==> src/rtl/rename_pkg.sv <==
// Shared rename-stage constants and types.
// Used by the free list and the rename table.
package rename_pkg;

    localparam int PHYS_REGS = 128;
    localparam int ARCH_REGS = 32;
    localparam int PADDR_W   = 7;

    localparam int AADDR_W     = 5;
    localparam int RAT_ENTRIES = ARCH_REGS;
    localparam int RAT_CKPTS   = 1;

    typedef enum logic {
        INIT = 1'b0,
        RUN  = 1'b1
    } fl_state_t;

endpackage

==> src/rtl/free_list_ram.sv <==
// Free-list storage: one write port, one async read port.
// Contents are not reset; the owner rewrites them after reset.
module free_list_ram #(
    parameter int DEPTH = 128,
    parameter int WIDTH = 7,
    parameter int AW    = $clog2(DEPTH)
) (
    input  logic             clk,
    input  logic             we,
    input  logic [AW-1:0]    waddr,
    input  logic [WIDTH-1:0] wdata,
    input  logic [AW-1:0]    raddr,
    output logic [WIDTH-1:0] rdata
);

    logic [WIDTH-1:0] mem [DEPTH];

    // Single synchronous write port.
    always_ff @(posedge clk) begin
        if (we) begin
            mem[waddr] <= wdata;
        end
    end

    assign rdata = mem[raddr];

endmodule

==> src/rtl/free_list.sv <==
// Physical-register free list: circular buffer with
// wrap-bit pointers, single-level head checkpoint.
module free_list
    import rename_pkg::*;
#(
    parameter int PHYS_REGS = rename_pkg::PHYS_REGS,
    parameter int ARCH_REGS = rename_pkg::ARCH_REGS,
    parameter int PADDR_W   = rename_pkg::PADDR_W
) (
    input  logic               clk,
    input  logic               reset,
    output logic               init_done,
    input  logic               alloc_req,
    output logic               alloc_valid,
    output logic [PADDR_W-1:0] alloc_addr,
    input  logic               rel_valid,
    input  logic [PADDR_W-1:0] rel_addr,
    input  logic               ckpt,
    input  logic               restore,
    output logic [PADDR_W:0]   free_count,
    output logic               err
);

    localparam int INIT_CNT = PHYS_REGS - ARCH_REGS;
    localparam int PTR_W    = PADDR_W + 1;

    fl_state_t          state;
    logic [PADDR_W-1:0] idx;
    logic [PTR_W-1:0]   head;
    logic [PTR_W-1:0]   tail;
    logic [PTR_W-1:0]   snap;
    logic [PTR_W-1:0]   head_nxt;
    logic [PTR_W-1:0]   tail_nxt;

    logic rel_live;
    logic full;
    logic pop;
    logic push;
    logic err_set;

    logic               ram_we;
    logic [PADDR_W-1:0] ram_waddr;
    logic [PADDR_W-1:0] ram_wdata;
    logic [PADDR_W-1:0] ram_rdata;

    assign alloc_valid = init_done && (free_count != '0);
    assign alloc_addr  = ram_rdata;

    // Decode this cycle's pop/push and next pointers.
    always_comb begin
        rel_live = rel_valid && (rel_addr != '0);
        full     = (free_count == PTR_W'(PHYS_REGS));
        pop      = (state == RUN) && alloc_req
                   && alloc_valid && !restore;
        push     = (state == RUN) && rel_live && !full;
        head_nxt = restore ? snap : head + PTR_W'(pop);
        tail_nxt = tail + PTR_W'(push);
        err_set  = 1'b0;
        if (state == INIT) begin
            err_set = alloc_req || rel_valid
                      || ckpt || restore;
        end else begin
            err_set = rel_live && full;
        end
    end

    // Storage write: identity fill during INIT, releases in RUN.
    always_comb begin
        ram_we    = push;
        ram_waddr = tail[PADDR_W-1:0];
        ram_wdata = rel_addr;
        if (state == INIT) begin
            ram_we    = 1'b1;
            ram_waddr = idx;
            ram_wdata = PADDR_W'(ARCH_REGS) + idx;
        end
    end

    // FSM, pointers, snapshot, count and sticky error.
    always_ff @(posedge clk or negedge reset) begin
        if (!reset) begin
            state      <= INIT;
            idx        <= '0;
            head       <= '0;
            tail       <= '0;
            snap       <= '0;
            free_count <= '0;
            init_done  <= 1'b0;
            err        <= 1'b0;
        end else begin
            if (err_set) begin
                err <= 1'b1;
            end
            unique case (state)
                INIT: begin
                    idx <= idx + PADDR_W'(1);
                    if (idx == PADDR_W'(INIT_CNT - 1)) begin
                        state      <= RUN;
                        init_done  <= 1'b1;
                        head       <= '0;
                        tail       <= PTR_W'(INIT_CNT);
                        snap       <= '0;
                        free_count <= PTR_W'(INIT_CNT);
                    end
                end
                RUN: begin
                    head       <= head_nxt;
                    tail       <= tail_nxt;
                    free_count <= tail_nxt - head_nxt;
                    if (ckpt && !restore) begin
                        snap <= head_nxt;
                    end
                end
            endcase
        end
    end

    free_list_ram #(
        .DEPTH(PHYS_REGS),
        .WIDTH(PADDR_W),
        .AW   (PADDR_W)
    ) u_ram (
        .clk  (clk),
        .we   (ram_we),
        .waddr(ram_waddr),
        .wdata(ram_wdata),
        .raddr(head[PADDR_W-1:0]),
        .rdata(ram_rdata)
    );

endmodule

==> config.mk <==
export PLATFORM = sky130hd
export DESIGN_NAME = free_list
export DESIGN_NICKNAME = d
export VERILOG_FILES = /design/src/rtl/rename_pkg.sv /design/src/rtl/free_list_ram.sv /design/src/rtl/free_list.sv
export SDC_FILE = /design/constraint.sdc
export NUM_CORES = 1
export LEC_CHECK = 0
export ABC_AREA = 1
export CORE_MARGIN = 2
export CORE_UTILIZATION = 27
export DETAILED_ROUTE_END_ITERATION = 8
export PLACE_DENSITY = 0.46
export SETUP_SLACK_MARGIN = 0.3
export SYNTH_ARGS = -nofsm -noshare
export SYNTH_HDL_FRONTEND = slang
export SYNTH_SLANG_ARGS = --single-unit
==> constraint.sdc <==
create_clock -name clk -period 21.6 [get_ports clk]
set_input_delay 3.24 -clock clk [delete_from_list [all_inputs] [get_ports clk]]
set_output_delay 3.24 -clock clk [all_outputs]
set_load 0.01 [all_outputs]
==> flow_metrics.env, run 1 <==
export IMPL_die_w_um=386
export IMPL_critPathMaxFanout=228
export IMPL_drtIter0Drc=2573
export IMPL_post_synth_cell_area_avg_um2=11.2
export IMPL_grt_pass1_vias=25600
export IMPL_place_hpwl_um=66000
export IMPL_p_per_area_nw_per_um2=82.9
export IMPL_required_ns=18.36
export IMPL_antenna_found_initial=1
export IMPL_rsz0062_at_grt="no"
export IMPL_row_count=140
export IMPL_final_hold_viol_count=0
export IMPL_grt_max_degree=229
export IMPL_setup_tns_ns=0
export IMPL_ioPinCount=31
export IMPL_core_region_area_um2=145000
export IMPL_initial_core_util=0.272
export IMPL_cts_htree_levels=3
export IMPL_ys_seq_area_frac=0.708
export IMPL_num_nets_final=3513
export IMPL_cts_setup_buffers=0
export IMPL_synthCells=3510
export IMPL_die_area_um2=149000
export IMPL_period_needed_ns=9.07
export IMPL_synth_cell_types=39
export IMPL_cts_resized=0
export IMPL_final_common_cell="nand2_1"
export IMPL_path_clk_slew_ns=0.06
export IMPL_fin_crit_sh=0.420
export IMPL_n_fill_cell=14800
export IMPL_drc_errors=0
export IMPL_outcome="finished clean"
export IMPL_synth_nets=3536
export IMPL_synth_top_family_by_area="simple AND/OR/NAND/NOR gates"
export IMPL_muxShareOfSynthArea=0
export IMPL_peakVddDrop_uv=69.6
export IMPL_min_path_type="reg2reg"
export IMPL_postLayoutCoreUtil=0.308
export IMPL_worstPathArrival_ns=5.83
export IMPL_tightest_slew_ns=1.19
export IMPL_end_kind="output pin"
export IMPL_cts_tree="done"
export IMPL_area_growth_synth_to_final_pct=13.5
export IMPL_ys_warn_count=0
export IMPL_gp_congestion=0.787
export IMPL_final_cell_mix="1174 x nand2_1, 896 x edfxtp_1, 782 x nand3_1"
export IMPL_power_w=0.00371
export IMPL_vias=26000
export IMPL_synth_compound_area_frac=0.0131
export IMPL_clockRootBuffer="clkbuf_16"
export IMPL_port_buffers=30
export IMPL_slew_headroom=0.208
export IMPL_cts_sinks=938
export IMPL_routed_via_density=4.74
export IMPL_ys_seq_elements=938
export IMPL_p_leak_nw=16.0
export IMPL_cap_violations=0
export IMPL_whs_ns=0.483
export IMPL_grt_pass1_wl_um=175000
export IMPL_clockBufferDepth=3
export IMPL_first_pass_iters=6
export IMPL_finalSetupViolCount=0
export IMPL_holdBufCountCts=0
export IMPL_grt_use_total=0.156
export IMPL_avgRoutedWirePerCell_um=21.6
export IMPL_synth_simple_gate_area_frac=0.230
export IMPL_synth_fa_ha_area_frac=0.00431
export IMPL_layout_drive_gt1_share=0.0643
export IMPL_synth_xor_area_frac=0.00333
export IMPL_syn_area_um2=39500
export IMPL_die_h_um=386
export IMPL_critPathKind="reg2out"
export IMPL_skew_ns=0.0268
export IMPL_clk_insertion_delay_late_ns=0.71
export IMPL_overflow=0
export IMPL_fmax_ghz=0.110
export IMPL_postRouteAntennaNets=0
export IMPL_wl_um=119000
export IMPL_numCtsBuffers=106
export IMPL_drv_slew=0
export IMPL_startpoint_type="flip-flop"
-- cells by family (layout without fill, tap and decap cells) --
group,after synthesis,after routing
AOI/OAI and AO/OA,92,92
other,0,1
adders and majority gates,13,13
and+or+nand+nor,2122,2122
buffers and inverters,330,396
xor gates and xnor gates,15,15
DFF,938,938
-- state kept, by name, indices dropped and copies added (netlist names) --
name / cells
init_done: 1
head: 8
u_ram.mem: 896
state: 1
snap: 8
free_count: 8
err: 1
tail: 8
idx: 7
-- worst max-delay path: stages (launching register included) --
cell and delay [ns]:
dfrtp_4 0.75, inv_16 0.67, buf_4 0.82, buf_4 0.75, nand2_1 0.11, nand3_1 0.10, nand3_1 0.16, nand2_1 0.13
nand2_1 0.06, nand3_1 0.12, nand3_1 0.30, nand2_1 0.30, clkdlybuf4s50_1 0.58
-- where the power goes --
group | total (W) | switching (W) | internal [W] | leakage [nW]
Combinational | 0.00000997 | 0.00000623 | 0.00000373 | 5.84
Sequential | 0.00196 | 0 | 0.00196 | 8.55
Clock | 0.00174 | 0.000762 | 0.000979 | 1.59
-- per-stage QoR --
| stage | area (um2) | setup WS [ns] | cells |
|---|---|---|---|
| floorplan | 39500 | 13.96 | 3510 |
| global placement | 41500 | 13.38 | 5296 |
| detailed placement | 41500 | 13.39 | 5296 |
| CTS | 44800 | 12.60 | 5493 |
| global route | 44800 | 12.18 | 5493 |
| finish | 44800 | 12.53 | 5494 |
-- Yosys cell counts (all sizes together) --
cell	count	area share
dfrtp	42	0.027
a22o	1	0.00022
ha	12	0.0038
o22ai	15	0.0024
a31oi	2	0.00032
nor4	1	0.00016
o41ai	1	0.00022
or2	2	0.00032
a21oi	41	0.0058
fa	1	0.00051
clkbuf	23	0.0022
o21ai	31	0.0040
buf	181	0.027
nand3	782	0.099
nand2	1180	0.11
edfxtp	896	0.68
nor3	4	0.00063
o21bai	1	0.00019
nand4	4	0.00063
xor2	13	0.0029
nand3b	1	0.00019
clkinv	6	0.00057
xnor2	2	0.00044
inv	120	0.011
nor2	148	0.016
-- metal layers --
metal,global-route usage,vias to the layer above,part of all wire
met5,0,-,0
met4,0.0443,0,0.023
met3,0.0237,163,0.060
met2,0.241,763,0.45
met1,0.225,13000,0.46
li1,-,12100,-
-- cell type report --
| cell class | instances | area, um2 | area share |
|---|---|---|---|
| Clock inverter | 62 | 571 | 0.0127 |
| Tap cell | 1917 | 2400 | 0.0535 |
| Antenna cell | 1 | 2.50 | 0.0000559 |
| Inverter | 126 | 497 | 0.0111 |
| Timing Repair Buffer | 73 | 643 | 0.0144 |
| Clock buffer | 135 | 2760 | 0.0616 |
| Sequential cell | 938 | 28000 | 0.624 |
| Multi-Input combinational cell | 2242 | 9960 | 0.222 |
-- final timing paths --
path / slack, ns / end / start / cells past startpoint
worst max-delay path: 12.53 / alloc_addr[0] / head[0]$_DFFE_PN0P_ / 12
worst min-delay path: 0.48 / snap[3]$_DFFE_PN0P_ / snap[3]$_DFFE_PN0P_ / 2
worst max register to register: 17.34 / free_count[5]$_DFFE_PN0P_ / head[1]$_DFFE_PN0P_ / 16
worst min register to register: 0.48 / snap[3]$_DFFE_PN0P_ / snap[3]$_DFFE_PN0P_ / 2
max in group asynchronous: 18.50 / head[1]$_DFFE_PN0P_ / reset / 2
min in group asynchronous: 2.62 / err$_DFFE_PN0P_ / reset / 2
Note: power is estimated with default switching activity, not from simulation.
==> run 2, diff against run 1 <==
Settings changed: PLACE_DENSITY 0.46 to 0.47.
Clock period 21.6 ns to 8.29 ns, I/O delays scaled along.
==> flow_metrics.env, run 2 (synthesized netlist as in run 1, its figures left out) <==
export IMPL_outcome="finished clean"
export IMPL_end_kind="output pin"
export IMPL_cts_htree_levels=3
export IMPL_initial_core_util=0.272
export IMPL_first_pass_iters=5
export IMPL_cts_setup_buffers=0
export IMPL_n_antenna_cell=0
export IMPL_antenna_found_initial=2
export IMPL_vias=25600
export IMPL_holdBufCountCts=0
export IMPL_largest_reg_flops=896
export IMPL_tightest_slew_ns=1.08
export IMPL_worstPathArrival_ns=5.02
export IMPL_path_clk_slew_ns=0.06
export IMPL_path_cells="buf_12 > buf_4 > nand2_1 > nand3_1 > nand3_1 > nand2_1 > nand2_1 > nand2_1 > inv_1 > nand2_1 > nand2_1 > nand2_1 > inv_1 > nand2_1 > clkdlybuf4s50_1"
export IMPL_grt_pass1_wl_um=169000
export IMPL_skew_ns=0.0183
export IMPL_port_buffers=30
export IMPL_slew_headroom=0.282
export IMPL_rsz0062_at_grt="no"
export IMPL_crit_family="buffers and inverters"
export IMPL_grt_use_total=0.150
export IMPL_critPathSlowestCell="dfrtp_4"
export IMPL_final_cell_mix="1174 x nand2_1, 896 x edfxtp_1, 782 x nand3_1"
export IMPL_core_region_area_um2=145000
export IMPL_stdcell_area_um2=44400
export IMPL_critPathKind="reg2out"
export IMPL_p_per_area_nw_per_um2=208
export IMPL_fin_crit_sh=0.756
export IMPL_postLayoutCoreUtil=0.306
export IMPL_critPathMaxFanout=132
export IMPL_die_area_um2=149000
export IMPL_power_w=0.00924
export IMPL_cts_tree="done"
export IMPL_finalSetupViolCount=0
export IMPL_final_common_cell="nand2_1"
export IMPL_cap_violations=0
export IMPL_postRouteAntennaNets=0
export IMPL_overflow=0
export IMPL_gp_congestion=0.828
export IMPL_min_path_type="reg2reg"
export IMPL_peakVddDrop_uv=136
export IMPL_fmax_ghz=0.160
export IMPL_ioPinCount=31
export IMPL_placed_area_um2=41500
export IMPL_cp_num_buf_inv=5
export IMPL_regMostFlops="u_ram.mem"
export IMPL_die_w_um=386
export IMPL_cts_resized=0
export IMPL_setup_tns_ns=0
export IMPL_num_nets_final=3505
export IMPL_wl_um=115000
export IMPL_layout_drive_gt1_share=0.0597
export IMPL_clk_insertion_delay_late_ns=0.67
export IMPL_startpoint_type="flip-flop"
export IMPL_cpMostUsedCell="nand2_1"
export IMPL_clockRootBuffer="clkbuf_16"
export IMPL_die_h_um=386
export IMPL_max_stage_delay_ns=0.96
export IMPL_final_hold_viol_count=0
export IMPL_grt_pass1_vias=24800
export IMPL_avgRoutedWirePerCell_um=21.0
export IMPL_routed_via_density=4.69
export IMPL_grt_max_degree=202
export IMPL_whs_ns=0.480
export IMPL_clockBufferDepth=3
export IMPL_drv_slew=0
export IMPL_cts_sinks=938
export IMPL_drtIter0Drc=2621
export IMPL_numCtsBuffers=99
export IMPL_p_leak_nw=15.8
export IMPL_place_hpwl_um=65000
export IMPL_row_count=140
export IMPL_drc_errors=0
export IMPL_area_growth_synth_to_final_pct=12.5
export IMPL_period_needed_ns=6.27
export IMPL_required_ns=7.05
[run 2: power by group]
part	leakage [nW]	switching [W]	internal, W
registers	8.55	0	0.00511
clock network	1.42	0.00180	0.00231
logic	5.85	0.0000156	0.00000941
[run 2: worst min-delay path, stage by stage (launching register included)]
cell and delay (ns):
dfrtp_1 0.34, nand2_1 0.05, o21ai_0 0.06
[run 2: final timing paths]
kind | from | end | slack (ns) | depth (start not counted)
worst max-delay path | head[0]$_DFFE_PN0P_ | alloc_addr[0] | 2.02 | 15
worst min-delay path | snap[3]$_DFFE_PN0P_ | snap[3]$_DFFE_PN0P_ | 0.48 | 2
worst max register to register | head[3]$_DFFE_PN0P_ | free_count[7]$_DFFE_PN0P_ | 4.09 | 13
worst min register to register | snap[3]$_DFFE_PN0P_ | snap[3]$_DFFE_PN0P_ | 0.48 | 2
max in group asynchronous | reset | head[2]$_DFFE_PN0P_ | 6.78 | 1
min in group asynchronous | reset | err$_DFFE_PN0P_ | 0.75 | 1
[run 2: cell type report]
cell class / count / area [um2]
fillers: 14800 / 101000
clock buffers: 129 / 2680
repair buffers: 72 / 686
flip-flops and latches: 938 / 28000
well taps: 1917 / 2400
multi-input cells: 2242 / 9960
inverters: 126 / 497
clock inverters: 43 / 240
[run 2: routing by layer]
layer	track usage	part of all wire
met5	0	0.00011
met4	0.0415	0.022
met3	0.0245	0.057
met2	0.234	0.46
met1	0.213	0.47
[run 2: per-stage QoR]
stage	setup slack [ns]	std cells
2_1_floorplan	1.22	3510
3_3_place_gp	2.73	5295
6_report	2.02	5467
5_1_grt	1.73	5467
4_1_cts	2.01	5467
3_5_place_dp	2.73	5295
==> RTL change (flow settings as in run 2) <==
Change the package constant `PADDR_W` from 7 to 8.
--- a/src/rtl/rename_pkg.sv
+++ b/src/rtl/rename_pkg.sv
@@ -4,7 +4,7 @@
 
     localparam int PHYS_REGS = 128;
     localparam int ARCH_REGS = 32;
-    localparam int PADDR_W   = 7;
+    localparam int PADDR_W   = 8;
 
     localparam int AADDR_W     = 5;
     localparam int RAT_ENTRIES = ARCH_REGS;
Interface: changed (resized alloc_addr, free_count and rel_addr); port bits go from 31 to 34. The function was not compared with the original's and may differ.
==> RTL change against run 2 <==
- sequential cell count grew 133
- worst hold slack lost 0.79 ps
- via count grew 18%
- critical path depth shrank 2
- final area grew 16%
- register-to-register slack gained 200 ps
- power grew 17%
- routed wire length grew 19%
- largest cell class unchanged
- clock skew grew 10 ps
- worst setup slack lost 130 ps
- utilization grew 0.30 points
- area after synthesis grew 16%
- cell count grew 20%
==> RTL change: results (changes against run 2) <==
PD cells=210 nW/um2 (+1.0%); Global Route met2 Usage=0.252 (+0.0176); vias in the first global route=29.3k (+18%); post-synthesis cell type count=34 (-13%); FILL cells=17.2k (+16%); Arr. time, crit path=5150 ps (+130 ps); global-route wire length before repair=203000 um (+20%); Biggest register=u_ram.mem; static leakage=18.7 nW (+18%); layout cells sized above 1=0.0555 (-0.00418); CTS Buf Count=114 (+15%); Post-synth EDFFs=1024 (+14%); Port Buffer Count=33 (+10%); worst slew pin tran=1110 ps (+38.3 ps); clock skew=28.6 ps (+10.3 ps); Peak supply drop=0.162 mV (+20%); mux contribution to synthesized area=0.000219 (+0.000219); crit-path max FO=71 (-46%); Synth top cells by count=nand2_1 (1348), edfxtp_1 (1024), nand3_1 (652); Routed WL=136000 um (+19%); Synth Net Count=4306 (+22%); total gr overflow=0 (unchanged); Via-to-Cell Ratio=4.64 (-1.0%); post-detail-place hpwl=74600 um (+15%); share of flip-flops with an asynchronous set or reset=0.0439 (-0.000892); Synth Area in Compound Gates=0.0218 (+0.00863); largest net degree at the start of global routing=215 (+6.4%); met1 usage=0.219 (+0.00617); sequential-to-total area share from yosys stat=0.700 (-0.00808); clock latency on the worst-skew pair=720 ps (+50 ps); top post-synthesis cells by area=edfxtp_1 (67%), nand2_1 (11%), nand3_1 (7.2%); xor and xnor area share after synthesis=0.00230 (-0.00102); post-synthesis adder-cell area fraction=0.00428 (-0.0000302); status=finished, final reports clean; GRT Util Overall=0.156 (+0.00598); met3 Track Usage GR=0.0232 (-0.00132); routability congestion estimate=0.775 (-6.4%); GR peak layer=met2; Placed Area=48100 um2 (+16%); Starting DRT DRC Count=2719 (+3.7%); Largest register FFs=1024 (+14%)
-- RTL change: cell types whose count changed after synthesis, sizes merged, moves of 23 or more --
cell / before / now
nor2: 148 / 473
nand2: 1180 / 1349
inv: 120 / 264
nand3: 782 / 652
edfxtp: 896 / 1024
o21ai: 31 / 124
clkbuf: 23 / 46
-- RTL change: report_power, final --
group / internal (mW) / switching, mW / total, mW / leakage, nW
Combinational: 0.0115 / 0.0198 / 0.0313 / 8.02
Clock: 2.80 / 2.19 / 4.99 / 1.78
Sequential: 5.84 / 0 / 5.84 / 8.86
Total: 8.65 / 2.21 / 10.9 / 18.7
-- RTL change: per-layer routing --
metal / part of all wire / wire length (um)
met1: 0.46 / 62800
met2: 0.47 / 63800
met3: 0.050 / 6750
met4: 0.022 / 2970
met5: 0.000095 / 13
-- RTL change: final timing paths --
kind | to | cells after the start | slack [ps] | startpoint
hold / removal | snap[7]$_DFFE_PN0P_ | 2 | 480 | snap[7]$_DFFE_PN0P_
hold reg to reg | snap[7]$_DFFE_PN0P_ | 2 | 480 | snap[7]$_DFFE_PN0P_
setup reg to reg | u_ram.mem[34][7]$_DFFE_PP_ | 7 | 4290 | state$_DFF_PN0_
setup / recovery | alloc_addr[6] | 13 | 1900 | head[0]$_DFFE_PN0P_
min in group asynchronous | err$_DFFE_PN0P_ | 2 | 600 | reset
max in group asynchronous | head[1]$_DFFE_PN0P_ | 2 | 7160 | reset
-- RTL change: cell families after synthesis --
group	after synthesis
flops	1071
compound gates	187
simple gates	2486
xor+xnor	12
fa+ha+maj	15
mux	1
buf+inv	505
-- RTL change: critical path, cell delays in order (launching register included) --
cell,delay [ps]
dfrtp_4,830
buf_4,720
buf_4,760
nand2_1,100
nand2_1,100
nand2_1,50
nand3_1,120
nand3_1,90
nand2_1,150
nand2_1,60
nand3_1,240
nor2_1,90
nor2_1,310
clkdlybuf4s50_1,630
-- RTL change: area by class of cell --
cell class / count / area share
clock buffer: 135 / 0.0576
clock inverter: 80 / 0.0119
inverter: 270 / 0.0201
multi-input combinational: 2701 / 0.224
sequential: 1071 / 0.618
tap: 2204 / 0.0534
timing repair buffer: 82 / 0.0146
-- RTL change: per-stage QoR --
step / hold WS [ps] / setup slack (ps) / cells
global placement: 462 / 2620 / 6328
CTS: 482 / 1820 / 6543
global route: 507 / 1670 / 6543
finish: 479 / 1900 / 6543
floorplan: 446 / 819 / 4277
detailed placement: 463 / 2610 / 6328
